<file path="config.mk">
export PLATFORM = sky130hd
export DESIGN_NAME = mag_window_stats_flat
export DESIGN_NICKNAME = d
export VERILOG_FILES = /design/src/rtl/mag_pkg.sv /design/src/rtl/mag_window_stats_if.sv /design/src/rtl/mag_hyst_alarm.sv /design/src/rtl/mag_window_stats.sv /design/src/flat_wrapper.sv
export SDC_FILE = /design/constraint.sdc
export NUM_CORES = 1
export LEC_CHECK = 0
export CAP_MARGIN = 0
export CORE_ASPECT_RATIO = 1.2
export CORE_UTILIZATION = 30
export CTS_CLUSTER_DIAMETER = 100
export DETAILED_ROUTE_END_ITERATION = 10
export SLEW_MARGIN = 15
export SYNTH_ARGS = -nofsm -noshare
export SYNTH_HDL_FRONTEND = slang
export SYNTH_SLANG_ARGS = --single-unit
</file>
<file path="constraint.sdc">
create_clock -name clk -period 7.7 [get_ports clk]
set_input_delay 0.77 -clock clk [delete_from_list [all_inputs] [get_ports clk]]
set_output_delay 0.77 -clock clk [all_outputs]
set_load 0.05 [all_outputs]
</file>
<file path="src/rtl/mag_pkg.sv">
// Shared types and constants for the magnitude window statistics block.
package mag_pkg;

    localparam int unsigned MAG_W        = 8;
    localparam int unsigned WIN_LOG2_DEF = 4;

    typedef enum logic [1:0] {
        EMPTY,
        FILLING,
        PUBLISH
    } win_state_t;

    // The sum of 2^win_log2 samples of data_w bits always fits in data_w+win_log2 bits.
    function automatic int unsigned acc_width(input int unsigned data_w,
                                              input int unsigned win_log2);
        return data_w + win_log2;
    endfunction

endpackage

</file>
<file path="src/rtl/mag_window_stats_if.sv">
// Sample stream, thresholds and statistics outputs of mag_window_stats.
interface mag_window_stats_if
    import mag_pkg::*;
#(
    parameter int unsigned DATA_W   = MAG_W,
    parameter int unsigned WIN_LOG2 = WIN_LOG2_DEF
);
    logic                ena;
    logic                clear;
    logic                mag_valid;
    logic [DATA_W-1:0]   mag_in;
    logic [DATA_W-1:0]   thr_hi;
    logic [DATA_W-1:0]   thr_lo;
    logic [DATA_W-1:0]   avg_out;
    logic [DATA_W-1:0]   max_out;
    logic [DATA_W-1:0]   min_out;
    logic                stats_valid;
    logic                alarm;
    logic [WIN_LOG2-1:0] sample_cnt;

    modport master (
        output ena, clear, mag_valid, mag_in, thr_hi, thr_lo,
        input  avg_out, max_out, min_out, stats_valid, alarm, sample_cnt
    );

    modport slave (
        input  ena, clear, mag_valid, mag_in, thr_hi, thr_lo,
        output avg_out, max_out, min_out, stats_valid, alarm, sample_cnt
    );

endinterface

</file>
<file path="src/rtl/mag_hyst_alarm.sv">
// Hysteretic threshold alarm, re-evaluated only when a new window average is published.
module mag_hyst_alarm
    import mag_pkg::*;
#(
    parameter int unsigned DATA_W = MAG_W
) (
    input  logic              clk,
    input  logic              rst_n,
    input  logic              i_strobe,
    input  logic              i_clear,
    input  logic [DATA_W-1:0] i_avg,
    input  logic [DATA_W-1:0] i_thr_hi,
    input  logic [DATA_W-1:0] i_thr_lo,
    output logic              o_alarm
);

    logic r_alarm;

    // Set test comes first, so an inverted threshold pair still favours raising the alarm.
    always_ff @(posedge clk or negedge rst_n) begin
        if (!rst_n) begin
            r_alarm <= 1'b0;
        end else if (i_clear) begin
            r_alarm <= 1'b0;
        end else if (i_strobe) begin
            if (i_avg >= i_thr_hi) begin
                r_alarm <= 1'b1;
            end else if (i_avg < i_thr_lo) begin
                r_alarm <= 1'b0;
            end
        end
    end

    assign o_alarm = r_alarm;

endmodule

</file>
<file path="src/rtl/mag_window_stats.sv">
// Windowed mean/max/min of accepted magnitude samples, published once per 2^WIN_LOG2 samples.
module mag_window_stats
    import mag_pkg::*;
#(
    parameter int unsigned DATA_W   = MAG_W,
    parameter int unsigned WIN_LOG2 = WIN_LOG2_DEF
) (
    input  logic               clk,
    input  logic               rst_n,
    mag_window_stats_if.slave  bus
);

    localparam int unsigned         ACC_W    = acc_width(DATA_W, WIN_LOG2);
    localparam logic [WIN_LOG2-1:0] CNT_LAST = '1;

    win_state_t          r_state;
    logic [ACC_W-1:0]    r_acc;
    logic [DATA_W-1:0]   r_max;
    logic [DATA_W-1:0]   r_min;
    logic [WIN_LOG2-1:0] r_cnt;
    logic [DATA_W-1:0]   r_avg;
    logic [DATA_W-1:0]   r_omax;
    logic [DATA_W-1:0]   r_omin;
    logic                r_stats_valid;

    logic                w_accept;
    logic                w_last;
    logic [ACC_W-1:0]    w_sum;
    logic [DATA_W-1:0]   w_avg;
    logic [DATA_W-1:0]   w_max;
    logic [DATA_W-1:0]   w_min;
    logic                w_alarm;

    assign w_accept = bus.ena & bus.mag_valid & ~bus.clear;
    assign w_last   = w_accept && (r_cnt == CNT_LAST);
    assign w_sum    = r_acc + ACC_W'(bus.mag_in);
    // Mean is the top DATA_W bits of the window sum (shift by WIN_LOG2).
    assign w_avg    = w_sum[WIN_LOG2 +: DATA_W];
    assign w_max    = (bus.mag_in > r_max) ? bus.mag_in : r_max;
    assign w_min    = (bus.mag_in < r_min) ? bus.mag_in : r_min;

    always_ff @(posedge clk or negedge rst_n) begin
        if (!rst_n) begin
            r_state       <= EMPTY;
            r_acc         <= '0;
            r_max         <= '0;
            r_min         <= '1;
            r_cnt         <= '0;
            r_avg         <= '0;
            r_omax        <= '0;
            r_omin        <= '0;
            r_stats_valid <= 1'b0;
        end else if (!bus.ena) begin
            r_stats_valid <= 1'b0;
        end else if (bus.clear) begin
            r_state       <= EMPTY;
            r_acc         <= '0;
            r_max         <= '0;
            r_min         <= '1;
            r_cnt         <= '0;
            r_stats_valid <= 1'b0;
        end else begin
            r_stats_valid <= w_last;
            if (w_accept) begin
                r_cnt <= r_cnt + 1'b1;
                if (w_last) begin
                    r_acc  <= '0;
                    r_max  <= '0;
                    r_min  <= '1;
                    r_avg  <= w_avg;
                    r_omax <= w_max;
                    r_omin <= w_min;
                end else begin
                    r_acc  <= w_sum;
                    r_max  <= w_max;
                    r_min  <= w_min;
                end
            end
            case (r_state)
                EMPTY:   if (w_accept) r_state <= FILLING;
                FILLING: if (w_last)   r_state <= PUBLISH;
                PUBLISH: r_state <= w_accept ? FILLING : EMPTY;
                default: r_state <= EMPTY;
            endcase
        end
    end

    mag_hyst_alarm #(
        .DATA_W (DATA_W)
    ) u_alarm (
        .clk      (clk),
        .rst_n    (rst_n),
        .i_strobe (w_last),
        .i_clear  (bus.ena & bus.clear),
        .i_avg    (w_avg),
        .i_thr_hi (bus.thr_hi),
        .i_thr_lo (bus.thr_lo),
        .o_alarm  (w_alarm)
    );

    assign bus.avg_out     = r_avg;
    assign bus.max_out     = r_omax;
    assign bus.min_out     = r_omin;
    assign bus.stats_valid = r_stats_valid;
    assign bus.alarm       = w_alarm;
    assign bus.sample_cnt  = r_cnt;

endmodule

</file>
<file path="src/flat_wrapper.sv">
// flat-port wrapper written by rule: the top's interface ports become plain ports
module mag_window_stats_flat import mag_pkg::*;
#(
    parameter int unsigned DATA_W   = MAG_W,
    parameter int unsigned WIN_LOG2 = WIN_LOG2_DEF
)
  (clk, rst_n, bus_ena, bus_clear, bus_mag_valid, bus_mag_in, bus_thr_hi, bus_thr_lo, bus_avg_out, bus_max_out, bus_min_out, bus_stats_valid, bus_alarm, bus_sample_cnt);
  mag_window_stats_if #(.DATA_W(DATA_W), .WIN_LOG2(WIN_LOG2)) bus_i ();
  input  logic clk;
  input  logic rst_n;
  input wire logic [$bits(bus_i.ena)-1:0] bus_ena;
  input wire logic [$bits(bus_i.clear)-1:0] bus_clear;
  input wire logic [$bits(bus_i.mag_valid)-1:0] bus_mag_valid;
  input wire logic [$bits(bus_i.mag_in)-1:0] bus_mag_in;
  input wire logic [$bits(bus_i.thr_hi)-1:0] bus_thr_hi;
  input wire logic [$bits(bus_i.thr_lo)-1:0] bus_thr_lo;
  output wire logic [$bits(bus_i.avg_out)-1:0] bus_avg_out;
  output wire logic [$bits(bus_i.max_out)-1:0] bus_max_out;
  output wire logic [$bits(bus_i.min_out)-1:0] bus_min_out;
  output wire logic [$bits(bus_i.stats_valid)-1:0] bus_stats_valid;
  output wire logic [$bits(bus_i.alarm)-1:0] bus_alarm;
  output wire logic [$bits(bus_i.sample_cnt)-1:0] bus_sample_cnt;
  assign bus_i.ena = bus_ena;
  assign bus_i.clear = bus_clear;
  assign bus_i.mag_valid = bus_mag_valid;
  assign bus_i.mag_in = bus_mag_in;
  assign bus_i.thr_hi = bus_thr_hi;
  assign bus_i.thr_lo = bus_thr_lo;
  assign bus_avg_out = bus_i.avg_out;
  assign bus_max_out = bus_i.max_out;
  assign bus_min_out = bus_i.min_out;
  assign bus_stats_valid = bus_i.stats_valid;
  assign bus_alarm = bus_i.alarm;
  assign bus_sample_cnt = bus_i.sample_cnt;
  mag_window_stats #(.DATA_W(DATA_W), .WIN_LOG2(WIN_LOG2)) u_core (.clk(clk), .rst_n(rst_n), .bus(bus_i));
endmodule
</file>
==> results of run 1 <==
## worst min-delay path: stages (launching register included)
cell     delay (ns)
dfrtp_1        0.34
nand2_1        0.05
nand2_1        0.06
## flip-flops by register name (all words and copies together) (netlist names)
name,cells
u_core.bus.sample_cnt,4
u_core.r_acc,12
u_core.r_max,8
u_core.bus.avg_out,8
u_core.bus.min_out,8
u_core.u_alarm.o_alarm,1
u_core.r_min,8
u_core.bus.max_out,8
u_core.bus.stats_valid,1
## logic make-up (layout without fill, tap and decap cells)
logic type                 after synthesis  after routing  share of synthesized area
buffers and inverters                   53            114                    0.06104
and+or+nand+nor                         84             84                     0.1144
xor gates and xnor gates                10             10                    0.02441
adders and majority gates               40             40                     0.1416
muxes                                   22             22                    0.06313
AOI/OAI and AO/OA                      101            101                     0.1880
DFF                                     58             58                     0.4074
## metrics by stage
step,area [um^2],total power (uW)
floorplan,3587,547.8
global placement,4307,633.5
detailed placement,4307,639.8
CTS,4582,1016
global route,4586,1063
finish,4586,1005
## cell usage after synthesis (2+ instances only)
cell type / instances / area (um^2)
a21o_1: 4 / 30.03
ha_1: 39 / 488.0
dfrtp_1: 50 / 1251
xor2_1: 4 / 35.03
mux2i_1: 17 / 170.2
nand3_1: 5 / 25.02
nand4_1: 5 / 31.28
o22ai_1: 4 / 25.02
nand2_1: 24 / 90.09
dfstp_2: 8 / 210.2
o21ai_1: 9 / 45.04
or3_1: 2 / 12.51
nand2b_1: 4 / 25.02
nor2b_1: 5 / 31.28
o21bai_1: 2 / 15.01
o211ai_1: 3 / 22.52
o22a_1: 9 / 78.83
xnor2_1: 6 / 52.55
buf_2: 7 / 35.03
mux2_2: 5 / 56.30
and4_1: 2 / 17.52
o21ai_0: 6 / 30.03
o21a_1: 2 / 15.01
a211oi_1: 5 / 37.54
nor3b_1: 3 / 22.52
clkbuf_1: 7 / 26.28
inv_1: 36 / 135.1
a22o_1: 13 / 113.9
a31oi_1: 4 / 25.02
a21oi_1: 33 / 165.2
nor2_1: 24 / 90.09
## cell usage in the layout (no fill, tap or decap), drive strengths merged, types with 5 or more instances in the layout
cell type | netlist | final
nor2 | 25 | 25
o22a | 9 | 9
mux2i | 17 | 17
inv | 37 | 37
xnor2 | 6 | 6
clkbuf | 7 | 13
dfstp | 8 | 8
ha | 39 | 39
dfrtp | 50 | 50
clkdlybuf4s50 | 0 | 57
nand2 | 24 | 24
nor2b | 5 | 5
mux2 | 5 | 5
nand3 | 5 | 5
nand4 | 5 | 5
a22o | 13 | 13
a21oi | 34 | 34
a211oi | 6 | 6
o21ai | 15 | 15
## where the power goes
part / total, uW / leakage, uW / internal (uW) / switching [uW]
sequential: 355 / 0.000761 / 334 / 20.7
clock: 369 / 0.000139 / 233 / 136
combinational: 280 / 0.00122 / 114 / 166
## per-layer routing
| metal | global-route usage | part of all wire | up-vias |
|---|---|---|---|
| met5 | 0 | 0 | - |
| met4 | 0.05625 | 0.017 | 0 |
| met3 | 0.04246 | 0.046 | 9 |
| met2 | 0.2627 | 0.49 | 81 |
| met1 | 0.1766 | 0.44 | 1375 |
| li1 | - | - | 1416 |
## final timing paths
check	cells past startpoint	slack, ns	endpoint	from
hold reg to reg	2	0.49	u_core.bus.avg_out[1]	u_core.bus.avg_out[1]
max in group asynchronous	2	6.59	u_core.bus.max_out[2]	rst_n
setup reg to reg	14	4.48	u_core.u_alarm.o_alarm	u_core.r_acc[0]
min in group asynchronous	2	0.59	u_core.bus.min_out[6]	rst_n
setup / recovery	15	3.80	u_core.u_alarm.o_alarm	bus_mag_in[0]
hold / removal	2	0.49	u_core.bus.avg_out[1]	u_core.bus.avg_out[1]
## layout make-up
type	count	area [um^2]	area share
sequential	58	1461	0.3187
inverter	37	138.9	0.03029
tap	157	196.4	0.04284
multi-input combinational	257	1916	0.4177
clock buffer	13	260.3	0.05675
clock inverter	3	15.01	0.003274
timing repair buffer	61	598.1	0.1304
==> metrics.md, run 1 <==
| Metric | Value |
|---|---|
| Share of layout cells above drive strength 1 | 0.09091 |
| Yosys cell types | 52 |
| H-tree levels | 3 |
| Remaining DRCs | 0 |
| Synth warn | 0 |
| Hold-fix buffers, CTS | 0 |
| Die Wd | just over 100 um |
| Kind of critical path | primary input to flip-flop |
| Post-Layout Cell Count | 586 |
| Mapped cell area | approximately 3600 um^2 |
| Placed insts | between 500 and 600 |
| DRT iter0 DRCs | 84 |
| Initial core utilization | 0.3087 |
| Clock Skew | 0.007417 ns |
| TritonCTS buffer count | 9 |
| Core Box Area | 11620 um^2 |
| Vias in the first global route | 2954 |
| CP endpoint kind | flip-flop |
| Post-synth EDFFs | 0 |
| Routed WL | 8415 um |
| Least-Margin Pin Slew | around 0.97 ns |
| Gr usage total | 0.1516 |
| Critical Path Fanout Max | 7 |
| Final Max Tran Viols | 0 |
| CTS Buffer Depth | 2 |
| Sum Neg Setup Slack | 0 ns |
| FF+latch count, synth | a little under 60 |
| GPL Wtd Cong | approximately 0.80 |
| P per Cell Area | ~220 nW/um^2 |
| Slowest stage delay, CP | 0.53 ns |
| Final Hold Violating Endpoints | 0 |
| Routed len/inst | roughly 14 um |
| Site Rows | 43 |
| Area delta synth->final | 27.83% |
| Post-synth ARST share | 1.000 |
| Final period demand of the worst path | around 3.9 ns |
| Fin crit share | 0.5066 |
| FMAX | around 260 MHz |
| Place WS | between 3 and 4 ns |
| Vias per Instance | 4.916 |
| PortBufs | slightly below 60 |
| Reg clk slew, reported paths | about 0.05 ns |
| Family with the most delay on the worst path | compound AO/OA/AOI/OAI gates |
| Clock Latency Late Sink | 0.33 ns |
| Die area | between 10000 and 15000 um^2 |
| Worst slew margin | 0.3491 |
| Slowest cell on crit path | clkdlybuf4s50_1 |
| Initial antenna violation count | 0 |
| Setup ws final | about 3.8 ns |
| Global-route wire length before repair | ~14000 um |
| Sink Count | 58 |
| CP Launch Type | primary input |
| Final ANT Viol Nets | 0 |
| Fill cell total of the finished layout | roughly 1200 |
| Final HPWL DP | slightly above 6000 um |
| CTS tree | yes |
| Core Util, Final | 0.3946 |
| RSZ-0062 raised after global routing | no |
| Count of boundary I/O pins | 59 |
| PostCTS Resize Cnt | 0 |
| Clk root buf | clkbuf_16 |
| Syn Area/Cell | 9.748 um^2 |
| Pin count of the biggest net entering global routing | 59 |
| Postcts setup bufs | 0 |
| Final setup fails | 0 |
| WP data arrival | roughly 4.1 ns |
| P_leak | between 0.002 and 0.0025 uW |
| Cells after synthesis | approximately 370 |
| Min-Delay Path Class | flip-flop to flip-flop |
| CP Buf/Inv Count | 1 |
| Diode count | 0 |
| CP required | a little under 8 ns |
| Post-Syn Nets | around 440 |
| Worst-path cell chain | clkdlybuf4s50_1, ha_1, fa_1, a21oi_1, o22a_1, nand2_1, a31oi_1, nor2_1, xor2_1, ha_1, and4_1, o21ai_0, a211oi_1, o21ai_1, a22oi_1 |
| Vias after detailed routing | 2881 |
| Die height | between 100 and 150 um |
| 1st-pass router iterations | 4 |
| Synth Flop Type | dfrtp_1 |
| Maximum vdd drop | roughly 0.075 mV |
| Global route overflow | 0 |
| Max_cap viols | 0 |
| Outcome | complete, no violations |
| Sequential-to-total area share from yosys stat | 0.4074 |
| WHS | 0.4853 ns |
| Nets@finish | just under 500 |
| Top cell by count, worst path | ha_1 |
No activity file was read; power rests on OpenSTA's default activity.
==> run 2, diff against run 1 <==
- clock period: 7.7 -> 4 ns (I/O delays scaled with it)
==> metrics.md, run 2 (synthesis results as in run 1) <==
| Metric | Value |
|---|---|
| Fin crit share | 0.8620 |
| Die area | between 10000 and 15000 um^2 |
| Site Rows | 43 |
| TritonCTS buffer count | 9 |
| Nets@finish | roughly 510 |
| Worst slew margin | 0.6059 |
| Family with the most delay on the worst path | compound AO/OA/AOI/OAI gates |
| Commonest cells after routing, fill and taps aside | clkdlybuf4s50_1 (57), dfrtp_1 (50), ha_1 (39), inv_1 (36), a21oi_1 (33) |
| Postcts setup bufs | 0 |
| Global-route wire length before repair | 14390 um |
| CP Buf/Inv Count | 1 |
| 1st-pass router iterations | 4 |
| Initial core utilization | 0.3087 |
| CTS tree | yes |
| Final ANT Viol Nets | 0 |
| Core Box Area | 11620 um^2 |
| Switching share of power | 0.3229 |
| Top reg by flops | u_core.r_acc |
| Share of layout cells above drive strength 1 | 0.1176 |
| Worst R2R Path Depth | 14 |
| Sum Neg Setup Slack | 0 ns |
| CP endpoint kind | flip-flop |
| Final period demand of the worst path | about 3.4 ns |
| Clock Latency Late Sink | roughly 0.33 ns |
| Kind of critical path | primary input to flip-flop |
| P_leak | ~0.0022 uW |
| PostCTS Resize Cnt | 0 |
| Clock Skew | 0.01243 ns |
| Final HPWL DP | 6653 um |
| Routed WL | approximately 8700 um |
| PortBufs | 58 |
| Power Internal | between 1000 and 1500 uW |
| Remaining DRCs | 0 |
| Vias after detailed routing | just under 3000 |
| Max_cap viols | 0 |
| Fill cell total of the finished layout | 1166 |
| Final Max Tran Viols | 0 |
| FMAX | 290.0 MHz |
| Min-Delay Path Class | primary input to asynchronous set/reset pin |
| Global route overflow | 0 |
| GPL Wtd Cong | 0.8012 |
| WP data arrival | 3.69 ns |
| Initial antenna violation count | 0 |
| Final setup fails | 0 |
| Reg clk slew, reported paths | 0.05 ns |
| Top cell by count, worst path | ha_1 |
| Slowest cell on crit path | fa_1 |
| Total power | approximately 2000 uW |
| Routed len/inst | between 10 and 15 um |
| Gr usage total | 0.1528 |
| Critical Path Fanout Max | 4 |
| Die height | between 100 and 150 um |
| Logic pwr share | 0.287 |
| Worst-path cell chain | clkdlybuf4s50_1, ha_1, fa_1, a21oi_1, o22a_1, nand2_1, a31oi_1, nor2_1, xor2_1, ha_1, and4_1, o21ai_0, a211oi_1, o21ai_1, a22oi_1 |
| Flop-to-flop setup slack | 0.70 ns |
| Slowest stage delay, CP | about 0.44 ns |
| CTS Buffer Depth | 2 |
| Final Hold Violating Endpoints | 0 |
| RR Endpoint | u_core.u_alarm.o_alarm |
| Vias per Instance | about 4.9 |
| Pin count of the biggest net entering global routing | 33 |
| Hold-fix buffers, CTS | 0 |
| Die Wd | slightly above 100 um |
| RSZ-0062 raised after global routing | no |
| DRT iter0 DRCs | ~100 |
| H-tree levels | 3 |
| P per Cell Area | ~430 nW/um^2 |
| Sw Pwr | between 600 and 700 uW |
| Vias in the first global route | just over 3000 |
| Max reg flops | 12 |
| Register share of total power | 0.342 |
| Least-Margin Pin Slew | between 0.5 and 0.6 ns |
| Count of boundary I/O pins | 59 |
| CP required | approximately 4.2 ns |
| Commonest non-fill, non-tap cell in the layout | clkdlybuf4s50_1 |
| Sink Count | 58 |
| CP Launch Type | primary input |
| Worst r2r src | u_core.r_acc[0] |
| Area delta synth->final | 30.94% |
| Maximum vdd drop | between 0.15 and 0.2 mV |
| Outcome | complete, no violations |
| Clk root buf | clkbuf_16 |
| Diode count | 0 |
| Clk pwr share | 0.371 |
run 2: layer usage:
layer / vias up / track usage / share of wire
met4: 0 / 0.05446 / 0.020
met2: 72 / 0.2593 / 0.49
met3: 15 / 0.03729 / 0.041
met1: 1397 / 0.1870 / 0.45
met5: - / 0 / 0
li1: 1446 / - / -
run 2: power groups by stage:
| stage | registers, uW | logic, uW | clock network, uW |
|---|---|---|---|
| after floorplan | 756 | 298 | 0 |
| after global placement | 691 | 562 | 0 |
| after detailed placement | 693 | 573 | 0 |
| after CTS | 684 | 578 | 758 |
| after global routing | 690 | 632 | 782 |
| final | 683 | 574 | 743 |
run 2: area by class of cell:
cell class | instances | area [um^2] | area share
clock buffer | 13 | 270.3 | 0.05754
clock inverter | 3 | 22.52 | 0.004795
sequential | 58 | 1461 | 0.3111
tap | 157 | 196.4 | 0.04182
timing repair buffer | 74 | 695.7 | 0.1481
inverter | 37 | 138.9 | 0.02957
multi-input combinational | 257 | 1912 | 0.4070
run 2: how the worst max path moves through the flow:
stage / startpoint / end / slack, ns / cells after the start
after floorplan: bus_mag_in[0] / u_core.u_alarm.o_alarm / 1.02 / 14
after global placement: bus_mag_in[0] / u_core.u_alarm.o_alarm / 0.31 / 15
after detailed placement: bus_mag_in[0] / u_core.u_alarm.o_alarm / 0.22 / 15
after CTS: bus_mag_in[0] / u_core.u_alarm.o_alarm / 0.58 / 15
after global routing: bus_mag_in[0] / u_core.u_alarm.o_alarm / 0.28 / 15
final: bus_mag_in[0] / u_core.u_alarm.o_alarm / 0.55 / 15
run 2: through the flow:
step,hold WS [ns],setup WS (ns),instances,util,area [um^2]
after floorplan,0.1044,1.017,368,-,3587
after global placement,0.4416,0.3125,583,0.3790,4404
after detailed placement,0.4498,0.2196,583,0.3790,4404
after CTS,0.09451,0.5828,599,0.4042,4697
after global routing,0.1393,0.2811,599,0.4042,4697
final,0.07759,0.5522,599,0.4042,4697
run 2: worst register-to-register path, delay by kind of cell, from the launching register on:
| family | cells | cell delay, ns |
|---|---|---|
| XOR/XNOR | 1 | 0.18 |
| AO/OA/AOI/OAI | 7 | 1.36 |
| flip-flops | 1 | 0.38 |
| AND/OR/NAND/NOR | 3 | 0.36 |
| adder cells (fa/ha/maj) | 3 | 0.95 |
